===== src/rtl/adder_pkg.sv =====
// Shared constants and configuration helpers for the pipelined adder.
// Default geometry is 16 bits split into 4-bit slices, one slice per stage.
package adder_pkg;

    localparam int DEF_WIDTH   = 16;
    localparam int DEF_STAGE_W = 4;
    localparam int DEF_STAGES  = DEF_WIDTH / DEF_STAGE_W;

    function automatic int num_stages(input int width, input int stage_w);
        return (stage_w >= 1) ? (width / stage_w) : 1;
    endfunction

    function automatic bit cfg_ok(input int width, input int stage_w);
        return (stage_w >= 1) && (width >= stage_w) && ((width % stage_w) == 0);
    endfunction

endpackage


===== src/rtl/pipe_adder_if.sv =====
// Operand/result handshake bundle for pipe_adder.
// The master modport drives operands and consumes results; the slave is the adder.
interface pipe_adder_if
    import adder_pkg::*;
#(
    parameter int WIDTH = DEF_WIDTH
);
    logic             in_valid;
    logic             in_ready;
    logic [WIDTH-1:0] a;
    logic [WIDTH-1:0] b;
    logic             cin;
    logic             out_valid;
    logic             out_ready;
    logic [WIDTH-1:0] s;
    logic             cout;
    logic             ovf;

    modport master (
        output in_valid, a, b, cin, out_ready,
        input  in_ready, out_valid, s, cout, ovf
    );

    modport slave (
        input  in_valid, a, b, cin, out_ready,
        output in_ready, out_valid, s, cout, ovf
    );
endinterface


===== src/rtl/adder_slice.sv =====
// Combinational W-bit ripple adder slice; also reports the carry into its MSB
// so the final slice can produce signed overflow.
module adder_slice #(
    parameter int W = 4
) (
    input  logic [W-1:0] a,
    input  logic [W-1:0] b,
    input  logic         cin,
    output logic [W-1:0] s,
    output logic         cout,
    output logic         cmsb
);
    logic c;

    always_comb begin
        c    = cin;
        s    = '0;
        cmsb = 1'b0;
        for (int i = 0; i < W; i++) begin
            s[i] = a[i] ^ b[i] ^ c;
            cmsb = c;
            c    = (a[i] & b[i]) | (c & (a[i] ^ b[i]));
        end
        cout = c;
    end
endmodule


===== src/rtl/pipe_adder.sv =====
// Pipelined ripple-carry adder: one STAGE_W slice per stage, carry registered
// between stages, valid/ready handshake with a single global stall.
module pipe_adder
    import adder_pkg::*;
#(
    parameter int WIDTH   = DEF_WIDTH,
    parameter int STAGE_W = DEF_STAGE_W
) (
    input  logic        clk,
    input  logic        rst,
    pipe_adder_if.slave bus
);
    localparam int STAGES = num_stages(WIDTH, STAGE_W);

    if (!cfg_ok(WIDTH, STAGE_W)) begin : g_cfg_check
        $error("pipe_adder: WIDTH (%0d) must be a positive multiple of STAGE_W (%0d)",
               WIDTH, STAGE_W);
    end

    logic stall;

    // Stage k keeps the low (k+1) result slices (deskew) and the operand
    // slices not yet consumed (skew); both shrink/grow by one slice per stage.
    for (genvar k = 0; k < STAGES; k++) begin : g_stage
        localparam int SUM_W = (k + 1) * STAGE_W;

        logic               v_in;
        logic               c_in;
        logic [STAGE_W-1:0] op_a;
        logic [STAGE_W-1:0] op_b;
        logic [STAGE_W-1:0] slice_s;
        logic               slice_c;
        logic               msb_c;
        logic [SUM_W-1:0]   next_sum;
        logic               v_q;
        logic               c_q;
        logic [SUM_W-1:0]   sum_q;

        if (k == 0) begin : g_src
            assign v_in     = bus.in_valid;
            assign c_in     = bus.cin;
            assign op_a     = bus.a[STAGE_W-1:0];
            assign op_b     = bus.b[STAGE_W-1:0];
            assign next_sum = slice_s;
        end else begin : g_src
            assign v_in     = g_stage[k-1].v_q;
            assign c_in     = g_stage[k-1].c_q;
            assign op_a     = g_stage[k-1].g_mid.a_q[STAGE_W-1:0];
            assign op_b     = g_stage[k-1].g_mid.b_q[STAGE_W-1:0];
            assign next_sum = {slice_s, g_stage[k-1].sum_q};
        end

        adder_slice #(.W(STAGE_W)) u_slice (
            .a    (op_a),
            .b    (op_b),
            .cin  (c_in),
            .s    (slice_s),
            .cout (slice_c),
            .cmsb (msb_c)
        );

        always_ff @(posedge clk or posedge rst) begin
            if (rst) begin
                v_q   <= 1'b0;
                c_q   <= 1'b0;
                sum_q <= '0;
            end else if (!stall) begin
                v_q   <= v_in;
                c_q   <= slice_c;
                sum_q <= next_sum;
            end
        end

        if (k < STAGES - 1) begin : g_mid
            localparam int FWD_W = WIDTH - SUM_W;

            logic [FWD_W-1:0] a_q;
            logic [FWD_W-1:0] b_q;
            logic [FWD_W-1:0] a_nxt;
            logic [FWD_W-1:0] b_nxt;
            logic             unused_msb;

            assign unused_msb = msb_c;

            if (k == 0) begin : g_fsrc
                assign a_nxt = bus.a[WIDTH-1:STAGE_W];
                assign b_nxt = bus.b[WIDTH-1:STAGE_W];
            end else begin : g_fsrc
                assign a_nxt = g_stage[k-1].g_mid.a_q[FWD_W+STAGE_W-1:STAGE_W];
                assign b_nxt = g_stage[k-1].g_mid.b_q[FWD_W+STAGE_W-1:STAGE_W];
            end

            always_ff @(posedge clk or posedge rst) begin
                if (rst) begin
                    a_q <= '0;
                    b_q <= '0;
                end else if (!stall) begin
                    a_q <= a_nxt;
                    b_q <= b_nxt;
                end
            end
        end else begin : g_last
            logic ovf_q;

            always_ff @(posedge clk or posedge rst) begin
                if (rst) begin
                    ovf_q <= 1'b0;
                end else if (!stall) begin
                    ovf_q <= msb_c ^ slice_c;
                end
            end
        end
    end

    assign stall         = g_stage[STAGES-1].v_q & ~bus.out_ready;
    assign bus.in_ready  = ~stall;
    assign bus.out_valid = g_stage[STAGES-1].v_q;
    assign bus.s         = g_stage[STAGES-1].sum_q;
    assign bus.cout      = g_stage[STAGES-1].c_q;
    assign bus.ovf       = g_stage[STAGES-1].g_last.ovf_q;

endmodule


===== src/flat_wrapper.sv =====
// flat-port wrapper written by rule: the top's interface ports become plain ports
module pipe_adder_flat import adder_pkg::*;
#(
    parameter int WIDTH   = DEF_WIDTH,
    parameter int STAGE_W = DEF_STAGE_W
)
  (clk, rst, bus_in_valid, bus_a, bus_b, bus_cin, bus_out_ready, bus_in_ready, bus_out_valid, bus_s, bus_cout, bus_ovf);
  pipe_adder_if #(.WIDTH(WIDTH)) bus_i ();
  input  logic clk;
  input  logic rst;
  input wire logic [$bits(bus_i.in_valid)-1:0] bus_in_valid;
  input wire logic [$bits(bus_i.a)-1:0] bus_a;
  input wire logic [$bits(bus_i.b)-1:0] bus_b;
  input wire logic [$bits(bus_i.cin)-1:0] bus_cin;
  input wire logic [$bits(bus_i.out_ready)-1:0] bus_out_ready;
  output wire logic [$bits(bus_i.in_ready)-1:0] bus_in_ready;
  output wire logic [$bits(bus_i.out_valid)-1:0] bus_out_valid;
  output wire logic [$bits(bus_i.s)-1:0] bus_s;
  output wire logic [$bits(bus_i.cout)-1:0] bus_cout;
  output wire logic [$bits(bus_i.ovf)-1:0] bus_ovf;
  assign bus_i.in_valid = bus_in_valid;
  assign bus_i.a = bus_a;
  assign bus_i.b = bus_b;
  assign bus_i.cin = bus_cin;
  assign bus_i.out_ready = bus_out_ready;
  assign bus_in_ready = bus_i.in_ready;
  assign bus_out_valid = bus_i.out_valid;
  assign bus_s = bus_i.s;
  assign bus_cout = bus_i.cout;
  assign bus_ovf = bus_i.ovf;
  pipe_adder #(.WIDTH(WIDTH), .STAGE_W(STAGE_W)) u_core (.clk(clk), .rst(rst), .bus(bus_i));
endmodule

===== config.mk =====
export PLATFORM = sky130hd
export DESIGN_NAME = pipe_adder_flat
export DESIGN_NICKNAME = d
export VERILOG_FILES = /design/src/rtl/adder_pkg.sv /design/src/rtl/pipe_adder_if.sv /design/src/rtl/adder_slice.sv /design/src/rtl/pipe_adder.sv /design/src/flat_wrapper.sv
export SDC_FILE = /design/constraint.sdc
export NUM_CORES = 1
export LEC_CHECK = 0
export ABC_AREA = 1
export BUFFER_PORTS_ARGS = -buffer_cell sky130_fd_sc_hd__buf_2
export CAP_MARGIN = 5
export CELL_PAD_IN_SITES_DETAIL_PLACEMENT = 2
export CELL_PAD_IN_SITES_GLOBAL_PLACEMENT = 2
export CORE_MARGIN = 2
export CORE_UTILIZATION = 38
export CTS_CLUSTER_DIAMETER = 30
export CTS_CLUSTER_SIZE = 28
export DETAILED_ROUTE_END_ITERATION = 8
export PLACE_DENSITY_LB_ADDON = 0.1
export SLEW_MARGIN = 20
export SYNTH_ARGS = -nofsm -noshare
export SYNTH_HDL_FRONTEND = slang
export SYNTH_SLANG_ARGS = --single-unit

===== constraint.sdc =====
create_clock -name clk -period 4.58 [get_ports clk]
set_input_delay 0.458 -clock clk [delete_from_list [all_inputs] [get_ports clk]]
set_output_delay 0.458 -clock clk [all_outputs]
set_load 0.03 [all_outputs]

; After elaboration in Yosys (flattened, before gate mapping)
; Index checks and enable logic that the tools add are counted.
[op_classes]
bitwise_logic = 84
[op_table]
columns = operator, count
row1 = AND 1 bit, 33
row2 = bitwise XOR 1 bit, 33
row3 = OR 1 bit, 16
row4 = inverter 1 bit, 2
[word_totals]
regBits = 97
output_inout_bits = 20
wordCells = 103

; Depth between registers and ports, before layout
[depth]
ltp_word = 10
depth_mapped = 11

; Cells and area by module
; From an unflattened synthesis, not the netlist that was laid out.
[hier_totals]
hier_cells = 433
hier_area_um2 = 4082.7
[by_module_without_submodules]
columns = mod, instances, cells_per_inst, area_per_inst_um2, seq_area_each_um2
row1 = pipe_adder, 1, 385, 3642.2, 2427.3
row2 = adder_slice, 4, 12, 110.1, 0.0

; Least setup slack after synthesis
; Ideal clock, no wire load.
[synth_path]
kind = register to register
start = register u_core.g_stage[2].g_mid.b_q[0]
end = register u_core.g_stage[3].sum_q[15] (netlist: u_core.bus.s[15])
setup_time_ps = 83
t_arrival_ps = 2111
required_ps = 4497
setup_slack_ps = 2386
stages_incl_launch_ff = 9
path_buffers = 0
synth_period_minus_slack_ps = 2194
path_cell_list = dfrtp_1 fa_1 inv_1 fa_1 inv_1 fa_1 inv_1 fa_1 o21ai_0
[synth_via]
elab_chain_len = 8
elab_cells_between_ends = 9
cone_classes = bitwise (9)
[synth_rtl]
columns = element, line
row1 = "start, declared", pipe_adder.sv:78  ; logic [FWD_W-1:0] b_q;
row2 = "start signal, assigned", pipe_adder.sv:99  ; b_q <= b_nxt;
row3 = bitwise XOR 1 bit, adder_slice.sv:22  ; c = (a[i] & b[i]) | (c & (a[i] ^ b[i]));
row4 = AND 1 bit, adder_slice.sv:22
row5 = OR 1 bit (*), adder_slice.sv:22
row6 = AND 1 bit (*), adder_slice.sv:22
row7 = OR 1 bit (*), adder_slice.sv:22
row8 = AND 1 bit (*), adder_slice.sv:22
row9 = OR 1 bit (*), adder_slice.sv:22
row10 = bitwise XOR 1 bit (*), adder_slice.sv:20  ; s[i] = a[i] ^ b[i] ^ c;
row11 = "end signal, assigned", pipe_adder.sv:70  ; sum_q <= next_sum;
row12 = "end, declared", pipe_adder.sv:37  ; logic [SUM_W-1:0] sum_q;
; Mark *: on every way between the ends. The rest lies on a longest branch, timed or not.
; A chain may end at the register's enable or synchronous reset.

; Worst setup path after layout
[layout_path]
start = register u_core.g_stage[3].v_q (netlist: u_core.bus.out_valid)
end = output bus_in_ready
[layout_via]
elab_chain_len = 2
[layout_rtl]
columns = element, line
row1 = "start, declared", pipe_adder.sv:35  ; logic v_q;
row2 = "start signal, assigned", pipe_adder.sv:68  ; v_q <= v_in;
row3 = AND 1 bit, pipe_adder.sv:115  ; assign stall = g_stage[STAGES-1].v_q & ~bus.out_ready;
row4 = inverter 1 bit, pipe_adder.sv:116  ; assign bus.in_ready = ~stall;
row5 = "end, declared", flat_wrapper.sv:16  ; output wire logic [$bits(bus_i.in_ready)-1:0] bus_in_ready;
; No other way between the ends.

==> flow_summary.toml <==
[clocking]
clk_path_buf_depth = 2
cts_buffers = 9
postCtsSetupBuffers = 0
cts_tree = "yes"
cts.clk_slew.worst_paths_ns = 0.09
ctsHoldBuffers = 0
cts_num_sinks = 97
clock_latency_ns = 0.37
cts-resized-gates = 0
root_buffer = "clkbuf_8"
h-tree-depth = 3

[yosys]
synth_nets = 485
synthCells = 432
synthTopCellsByArea = "dfrtp_1 60%, nand2_1 22%, fa_1 8.0%, o21ai_0 3.6%, inv_1 3.2%"
synth_commonest_cells = "232 x nand2_1, 97 x dfrtp_1, 34 x inv_1, 29 x o21ai_0, 16 x fa_1"
ys_seq_elements = 97
ys_async_sr_fraction = 1.00
yosysWarnings = 0
synth_ff_type = "dfrtp_1"
seq_area_frac_synth = 0.603
syn_area_um2 = 4020
synth_cell_type_count = 12
synth_edf_count = 0
avgSynthCellArea_um2 = 9.31
yosys.area.top_type = "dfrtp_1"
yosysTopAreaCellShare = 0.603
synth.most_common_cell = "nand2_1"

[place]
dp_hpwl_um = 5940
routabilityCongestion = 0.730
portBuffers = 56

[drt]
wl_um = 8930
first_pass_iters = 4
drt_iter0_drc = 76
drtAntennaViolNets = 0
wl_per_cell_um = 14.4
via_per_inst = 4.60
num_vias = 2859
drc = 0

[global_routing]
first_global_vias = 3117
grt_max_degree = 100
grt_overflow = 0
antenna_found_initial = 0
grt_pass1_wl_um = 15600
grt_usage = 0.177

[sta]
final.min_clock_period_ns = 2.36
fin_skew_ns = 0.0105
setup_tns_ns = 0
hold_viol_final = 0
drv_slew = 0
slew_headroom = 0.354
fmax_mhz = 425
post-route-period-util = 0.514
rsz0062_at_grt = "no"
worst_pin_slew_ns = 0.969
setup_viol = 0

[floorplanning]
row_count = 37
die_y_um = 107
core_area_um2 = 10300
die_width_um = 107
ios = 57
die-area_um2 = 11400
start_util = 0.390

[worst_setup_path]
cp_slowest_cell = "nand2_4"
cp.arrival_ns = 1.90
crit_cells = 2
worst_ep_required_time_ns = 4.12
worstSetupPathType = "reg -> out"
reg2regPathDepth = 11
crit_path_end_kind = "primary output"
slowest_delay_ns = 0.72
startpoint_type = "flip-flop"
cp_max_fo = 99
cp_num_buf_inv = 1
worstPathCellList = "nand2_4 -> buf_2"
crit_family = "simple AND/OR/NAND/NOR gates"

[finish]
drive_gt1_frac = 0.158
fin_util = 0.449
n_antenna_cell = 0
area_delta_synth_final_pct = 15.2
final_nets = 534

[min_path]
hp-class = "in -> async"

[power]
leakage_nw = 2.51
power.density_nw_per_um2 = 695
vdd_drop_max_uv = 312

[outcome]
outcome = "completed"

[job]
drv_cap = 0
-- logic make-up after synthesis --
kind of cell / share of synthesized area
and+or+nand+nor: 0.221
DFF: 0.603
buffers and inverters: 0.0600
AOI/OAI and AO/OA: 0.0361
adders and majority gates: 0.0796
-- layout by cell type, fill, tap and decap left out --
cell type and instances:
buf_2 56, clkbuf_1 1, buf_4 2, clkinvlp_4 1, inv_2 1, clkbuf_8 10, clkinv_2 1, nand2_1 232
o21ai_0 29, inv_1 33, inv_4 1, nand3_1 1, nor2_4 1, fa_1 16, dfrtp_1 97, bufinv_16 3
nand2_4 1
-- report_power, final --
group          leakage [nW]  switching (mW)  internal [mW]
clock                 0.120           0.297          0.377
combinational          1.21           0.748          0.364
sequential             1.18           0.210           1.22
total                  2.51            1.25           1.97
-- layer usage --
metal,up-vias,share of wire,global-route usage
met2,50,0.47,0.280
met4,0,0.023,0.0891
met1,1413,0.48,0.238
met5,-,0,0
met3,12,0.029,0.0286
li1,1384,-,-
-- layout make-up --
class                           instances  area [µm²]
Fill cell                            1137        5690
Multi-Input combinational cell        280        1360
Tap cell                              136         170
Inverter                               35         134
Clock buffer                           11         141
Clock inverter                          5         103
Timing Repair Buffer                   58         295
Sequential cell                        97        2430
-- worst paths after layout --
path | slack (ns) | end | from
max | 2.22 | bus_in_ready | u_core.bus.out_valid
min | 0.22 | u_core.g_stage[1].g_mid.b_q[7] | rst
max reg2reg | 2.22 | u_core.bus.ovf | u_core.g_stage[2].g_mid.b_q[0]
min reg2reg | 0.48 | u_core.g_stage[1].sum_q[0] | u_core.g_stage[1].sum_q[0]
max in group asynchronous | 3.39 | u_core.g_stage[1].sum_q[5] | rst
min in group clk | 0.28 | u_core.g_stage[0].g_mid.b_q[5] | bus_b[9]
-- registers in the layout, indices dropped and copies added, names as in the netlist --
register	cells
u_core.bus.out_valid	1
u_core.bus.ovf	1
u_core.bus.cout	1
u_core.g_stage.sum_q	24
u_core.bus.s	16
u_core.g_stage.g_mid.a_q	24
u_core.g_stage.g_mid.b_q	24
u_core.g_stage.v_q	3
u_core.g_stage.c_q	3
-- through the flow --
step	power [mW]	hold slack (ns)	cells	area (µm²)	setup WS [ns]
after floorplan	2.22	0.420	432	4020	1.59
after global placement	2.51	0.450	606	4390	2.29
after detailed placement	2.59	0.460	606	4390	2.16
after CTS	3.29	0.254	622	4630	2.16
after global routing	3.51	0.279	622	4630	2.06
final	3.22	0.218	622	4630	2.22
Note: power is estimated with default switching activity, not from simulation.
